`src/rtl/trace_rx_pkg.sv`:
```
// Shared field offsets, default sizing and pointer-width helper for the trace stream receiver.
package trace_rx_pkg;
    localparam int INSTR_WIDTH        = 32;
    localparam int INSTR_LSB          = 0;
    localparam int PC_LSB             = 32;
    localparam int DEFAULT_FIFO_DEPTH = 16;

    // One extra bit beyond the index distinguishes full from empty.
    function automatic int ptr_width(input int depth);
        return $clog2(depth) + 1;
    endfunction
endpackage

```
`src/rtl/trace_rx_fifo.sv`:
```
// Synchronous first-word-fall-through FIFO; the head entry is visible whenever not empty.
module trace_rx_fifo
    import trace_rx_pkg::*;
#(
    parameter int WIDTH = 97,
    parameter int DEPTH = DEFAULT_FIFO_DEPTH,
    localparam int PTR_W = ptr_width(DEPTH)
) (
    input  logic             clk,
    input  logic             rst,
    input  logic             push,
    input  logic [WIDTH-1:0] push_data,
    input  logic             pop,
    output logic [WIDTH-1:0] pop_data,
    output logic             full,
    output logic             empty,
    output logic [PTR_W-1:0] level
);
    logic [PTR_W-1:0] wr_ptr_r;
    logic [PTR_W-1:0] rd_ptr_r;
    logic [WIDTH-1:0] mem_r [DEPTH];
    logic             push_en_s;
    logic             pop_en_s;

    assign full      = (wr_ptr_r[PTR_W-1] != rd_ptr_r[PTR_W-1]) &&
                       (wr_ptr_r[PTR_W-2:0] == rd_ptr_r[PTR_W-2:0]);
    assign empty     = (wr_ptr_r == rd_ptr_r);
    assign push_en_s = push && !full;
    assign pop_en_s  = pop && !empty;
    assign level     = wr_ptr_r - rd_ptr_r;

    // Pointer update; both pointers wrap naturally modulo 2*DEPTH.
    always_ff @(posedge clk or posedge rst) begin
        if (rst) begin
            wr_ptr_r <= {PTR_W{1'b0}};
            rd_ptr_r <= {PTR_W{1'b0}};
        end else begin
            if (push_en_s) begin
                wr_ptr_r <= wr_ptr_r + {{(PTR_W-1){1'b0}}, 1'b1};
            end
            if (pop_en_s) begin
                rd_ptr_r <= rd_ptr_r + {{(PTR_W-1){1'b0}}, 1'b1};
            end
        end
    end

    // Storage write; contents need no reset because the head is masked while empty.
    always_ff @(posedge clk) begin
        if (push_en_s) begin
            mem_r[wr_ptr_r[PTR_W-2:0]] <= push_data;
        end
    end

    // Head entry, forced to zero when nothing is buffered.
    always_comb begin
        pop_data = {WIDTH{1'b0}};
        if (!empty) begin
            pop_data = mem_r[rd_ptr_r[PTR_W-2:0]];
        end else begin
            pop_data = {WIDTH{1'b0}};
        end
    end
endmodule

```
`src/rtl/trace_stream_receiver.sv`:
```
// AXI-Stream sink for {pc, instr} trace beats: buffering, unpacking, tlast framing check and statistics.
module trace_stream_receiver
    import trace_rx_pkg::*;
#(
    parameter int XLEN           = 64,
    parameter int AXI_DATA_WIDTH = XLEN + 32,
    parameter int FIFO_DEPTH     = DEFAULT_FIFO_DEPTH,
    parameter int CNT_WIDTH      = 32,
    localparam int LVL_W         = ptr_width(FIFO_DEPTH)
) (
    input  logic                      clk,
    input  logic                      rst,
    input  logic                      S_AXIS_tvalid,
    output logic                      S_AXIS_tready,
    input  logic [AXI_DATA_WIDTH-1:0] S_AXIS_tdata,
    input  logic                      S_AXIS_tlast,
    input  logic [31:0]               tlast_interval,
    input  logic                      clear_stats,
    output logic                      out_valid,
    input  logic                      out_ready,
    output logic [XLEN-1:0]           out_pc,
    output logic [INSTR_WIDTH-1:0]    out_instr,
    output logic                      out_last,
    output logic [LVL_W-1:0]          fifo_level,
    output logic [CNT_WIDTH-1:0]      beat_count,
    output logic [CNT_WIDTH-1:0]      frame_count,
    output logic [CNT_WIDTH-1:0]      tlast_err_count,
    output logic                      tlast_err
);
    localparam int ENT_W = AXI_DATA_WIDTH + 1;
    localparam logic [CNT_WIDTH-1:0] CNT_ONE = {{(CNT_WIDTH-1){1'b0}}, 1'b1};

    logic             rx_enable_r;
    logic             fifo_full_s;
    logic             fifo_empty_s;
    logic [ENT_W-1:0] head_s;
    logic             accept_s;
    logic             pop_s;
    logic [31:0]      beat_idx_r;
    logic             check_en_s;
    logic             exp_last_s;
    logic             frame_err_s;
    logic [31:0]      idx_next_s;

    assign S_AXIS_tready = rx_enable_r && !fifo_full_s;
    assign accept_s      = S_AXIS_tvalid && S_AXIS_tready;
    assign out_valid     = !fifo_empty_s;
    assign pop_s         = out_valid && out_ready;
    assign out_last      = head_s[AXI_DATA_WIDTH];
    assign out_pc        = head_s[AXI_DATA_WIDTH-1:PC_LSB];
    assign out_instr     = head_s[INSTR_LSB +: INSTR_WIDTH];

    trace_rx_fifo #(
        .WIDTH (ENT_W),
        .DEPTH (FIFO_DEPTH)
    ) u_fifo (
        .clk       (clk),
        .rst       (rst),
        .push      (accept_s),
        .push_data ({S_AXIS_tlast, S_AXIS_tdata}),
        .pop       (pop_s),
        .pop_data  (head_s),
        .full      (fifo_full_s),
        .empty     (fifo_empty_s),
        .level     (fifo_level)
    );

    // Holds tready low until the first edge after reset release.
    always_ff @(posedge clk or posedge rst) begin
        if (rst) begin
            rx_enable_r <= 1'b0;
        end else begin
            rx_enable_r <= 1'b1;
        end
    end

    // Expected-tlast decision for the beat currently on the bus.
    always_comb begin
        check_en_s  = (tlast_interval != 32'd0);
        exp_last_s  = 1'b0;
        frame_err_s = 1'b0;
        idx_next_s  = 32'd0;
        if (check_en_s) begin
            exp_last_s  = (beat_idx_r == (tlast_interval - 32'd1));
            frame_err_s = (S_AXIS_tlast != exp_last_s);
            if (S_AXIS_tlast || exp_last_s) begin
                idx_next_s = 32'd0;
            end else begin
                idx_next_s = beat_idx_r + 32'd1;
            end
        end else begin
            exp_last_s  = 1'b0;
            frame_err_s = 1'b0;
            idx_next_s  = 32'd0;
        end
    end

    // Statistics and frame position; a clear beats a same-cycle accept.
    always_ff @(posedge clk or posedge rst) begin
        if (rst) begin
            beat_count      <= {CNT_WIDTH{1'b0}};
            frame_count     <= {CNT_WIDTH{1'b0}};
            tlast_err_count <= {CNT_WIDTH{1'b0}};
            tlast_err       <= 1'b0;
            beat_idx_r      <= 32'd0;
        end else if (clear_stats) begin
            beat_count      <= {CNT_WIDTH{1'b0}};
            frame_count     <= {CNT_WIDTH{1'b0}};
            tlast_err_count <= {CNT_WIDTH{1'b0}};
            tlast_err       <= 1'b0;
            beat_idx_r      <= 32'd0;
        end else if (accept_s) begin
            beat_count <= beat_count + CNT_ONE;
            if (S_AXIS_tlast) begin
                frame_count <= frame_count + CNT_ONE;
            end
            if (frame_err_s) begin
                tlast_err_count <= tlast_err_count + CNT_ONE;
                tlast_err       <= 1'b1;
            end
            beat_idx_r <= idx_next_s;
        end
    end
endmodule

```
`config.mk`:
```
export PLATFORM = sky130hd
export DESIGN_NAME = trace_stream_receiver
export DESIGN_NICKNAME = d
export VERILOG_FILES = /design/src/rtl/trace_rx_pkg.sv /design/src/rtl/trace_rx_fifo.sv /design/src/rtl/trace_stream_receiver.sv
export SDC_FILE = /design/constraint.sdc
export NUM_CORES = 2
export LEC_CHECK = 0
export CORE_ASPECT_RATIO = 0.7
export CORE_MARGIN = 3
export CORE_UTILIZATION = 45
export DETAILED_ROUTE_END_ITERATION = 16
export DONT_BUFFER_PORTS = 1
export PLACE_DENSITY = 0.69
export SLEW_MARGIN = 20
export SYNTH_ARGS = -nofsm -noshare
export SYNTH_HDL_FRONTEND = slang
export SYNTH_SLANG_ARGS = --single-unit
```
`constraint.sdc`:
```
create_clock -name clk -period 9.91 [get_ports clk]
set_input_delay 0.4955 -clock clk [delete_from_list [all_inputs] [get_ports clk]]
set_output_delay 0.4955 -clock clk [all_outputs]
set_load 0.05 [all_outputs]
```
==> reports/metrics.yaml <==
synth.ff_latch_count: 1692
layout.area.seq_mm2: 0.0501
drtAntennaViolNets: 0
via_per_inst: 5.88
yosys-top-cells-count: "1552 x edfxtp_1, 485 x mux4_2, 145 x nor2_1, 140 x dfrtp_1, 120 x and2_1"
grt_pass1_vias: 32300
nFillCells: 11400
yosys.cell_count.top_type: "edfxtp_1"
grt_setup_unrepaired: "no"
drcViolationCount: 0
drt_pass1_iterations: 5
cts_resized: 0
cts_tree: "yes"
placed_area_mm2: 0.0692
crit_path_start_kind: "register"
num_rows: 117
io_buffers: 0
period_needed_ns: 6.23
drv_slew: 0
grt_antenna_before_repair: 15
cp.arrival_ns: 5.74
htree_levels: 4
grt_usage_pct: 20.2
io_pins: 335
run_status: "finished clean"
ys_seq_area_share_pct: 75.0
synth_cell_types: 65
synth_top_area_share_pct: 69.7
worstMarginPinSlew_ns: 1.08
die_h_um: 328
end_kind: "primary output"
syn_nets: 3315
cts.clk_slew.worst_paths_ns: 0.06
worstHoldPathType: "input pin to register"
skew_ns: 0.0336
nets: 3477
cts_hold_buf: 99
maxCapViolCount: 0
synth_edf_count: 1552
fp.dieW_um: 467
area.growth.synth_to_final_pct: 12.8
core_area_mm2: 0.146
postCtsSetupBuffers: 0
syn_area_mm2: 0.0668
syn_area_per_cell_um2: 21.1
stdcell_area_mm2: 0.0754
fmax_mhz: 160
synth-main-ff-cell: "edfxtp_1"
powerDensity_mw_per_mm2: 280
clock-sinks: 1692
setup_violations: 0
finalCritPeriodShare_pct: 62.9
vdd_ir_drop_max_v: 0.000244
synth.top_cells.by_area: "edfxtp_1 70%, mux4_2 16%, dfrtp_1 5.2%"
place.gp.congestion: 0.822
cts-root-buf: "clkbuf_16"
drt-total-wl_mm: 154
slew_headroom_pct: 28.1
fin_setup_tns_ns: 0
slowest_delay_ns: 0.94
grt_first_pass_wirelength_mm: 228
crit_path_frequent_cell: "buf_4"
cts.path.max_buffers: 3
finalHoldViolCount: 0
synthCells: 3165
grt_max_degree: 112
yosys_warnings: 0
cp_max_fo: 47
clk_latency_ns: 0.80
power.total_w: 0.0211
dieArea_mm2: 0.153
dp.final_hpwl_mm: 82.9
numCtsBuffers: 156
avgRoutedWirePerCell_um: 28.3
worst_path_max_delay_cell: "dfrtp_4"
yosysTopAreaCell: "edfxtp_1"
drive_above_1_share_pct: 23.4
p_leak_nw: 23.9
path_cells: "buf_4 > buf_4 > buf_4 > mux4_2 > mux4_2 > and2_1"
multi_input_area_mm2: 0.0161
crit_required_ns: 9.41
ys_async_sr_fraction_pct: 8.27
grt_overflow_total: 0
start_util_pct: 45.7
drt_iter0_drc: 3484
num_vias: 31900
critPathKind: "register to primary output"
## state kept, by name, summed over array words and instances, names as in the netlist
| name | count |
|---|---|
| tlast_err_count | 32 |
| rx_enable_r | 1 |
| beat_count | 32 |
| u_fifo.mem_r | 1552 |
| u_fifo.rd_ptr_r | 5 |
| u_fifo.wr_ptr_r | 5 |
| beat_idx_r | 32 |
| tlast_err | 1 |
| frame_count | 32 |
## area by class of cell
type / count / share of cell area [%]
sequential: 1692 / 66.5
clock buffer: 188 / 5.39
tap: 1963 / 3.26
inverter: 30 / 0.166
multi-input combinational: 1296 / 21.3
antenna: 6 / 0.0199
timing repair buffer: 151 / 1.90
clock inverter: 98 / 1.46
## final timing paths
path / end / slack [ns] / startpoint / depth (start not counted)
hold reg to reg: u_fifo.rd_ptr_r[4] / 0.53 / u_fifo.rd_ptr_r[4] / 1
min in group asynchronous: tlast_err_count[11] / 0.38 / rst / 2
hold / removal: u_fifo.rd_ptr_r[0] / 0.08 / out_ready / 2
setup reg to reg: u_fifo.mem_r[4][83] / 4.85 / u_fifo.rd_ptr_r[3] / 9
max in group asynchronous: frame_count[20] / 8.30 / rst / 3
setup / recovery: out_instr[20] / 3.68 / u_fifo.rd_ptr_r[0] / 6
## cell families after synthesis
group,after synthesis,synth area share [%]
AND/OR/NAND/NOR,551,4.43
XOR/XNOR,163,2.15
adder cells (fa/ha/maj),16,0.311
flip-flops,1692,75.0
buffers and inverters,177,1.07
multiplexers,487,16.4
AO/OA/AOI/OAI,78,0.700
other,1,0.00561
## power by group
group | leakage [nW] | internal (W) | switching, W | total (W)
clock | 2.49 | 0.00338 | 0.00267 | 0.00606
sequential | 15.9 | 0.00816 | 0.000237 | 0.00840
combinational | 5.46 | 0.00245 | 0.00423 | 0.00668
total | 23.9 | 0.0140 | 0.00714 | 0.0211
## placed cells by master (no fill, tap or decap), drive strengths merged, types with 4 or more instances in the layout
cell type	netlist	final
a21oi	26	26
a31oi	6	6
and2	120	120
and3	18	18
and4	12	12
buf	47	53
bufinv	0	16
clkbuf	100	188
clkinv	0	67
clkinvlp	0	8
dfrtp	140	140
diode	0	6
dlygate4sd3	0	98
edfxtp	1552	1552
ha	15	15
inv	30	37
mux4	485	485
nand2	74	74
nand3	48	48
nand4	37	37
nor2	147	147
nor3	35	35
nor3b	4	4
nor4	18	18
o21ai	30	30
or3	23	23
or4	5	5
xnor2	71	71
xor2	92	92
## worst max-delay path: cells and delay by family, from the launching register on
family	cells	cell delay, ns
muxes	2	1.13
DFF	1	0.94
buffers and inverters	3	2.41
and+or+nand+nor	1	0.37
## through the flow
step	std cells	util [%]	worst slack (ns)	hold WS, ns
CTS	5417	51.5	3.39	0.00378
global placement	5032	47.2	4.31	0.519
floorplan	3165	-	4.78	0.486
global route	5419	51.5	3.09	0.0462
detailed placement	5032	47.2	4.25	0.519
finish	5424	51.5	3.68	0.0814
## per-layer routing
layer,vias to the layer above,GRT usage (%),part of all wire [%]
li1,13300,-,-
met1,17100,30.0,43
met2,1209,31.0,47
met3,206,4.29,7.3
met4,10,4.55,1.8
met5,-,0,0.040
Power figures use the tool's default switching activity.
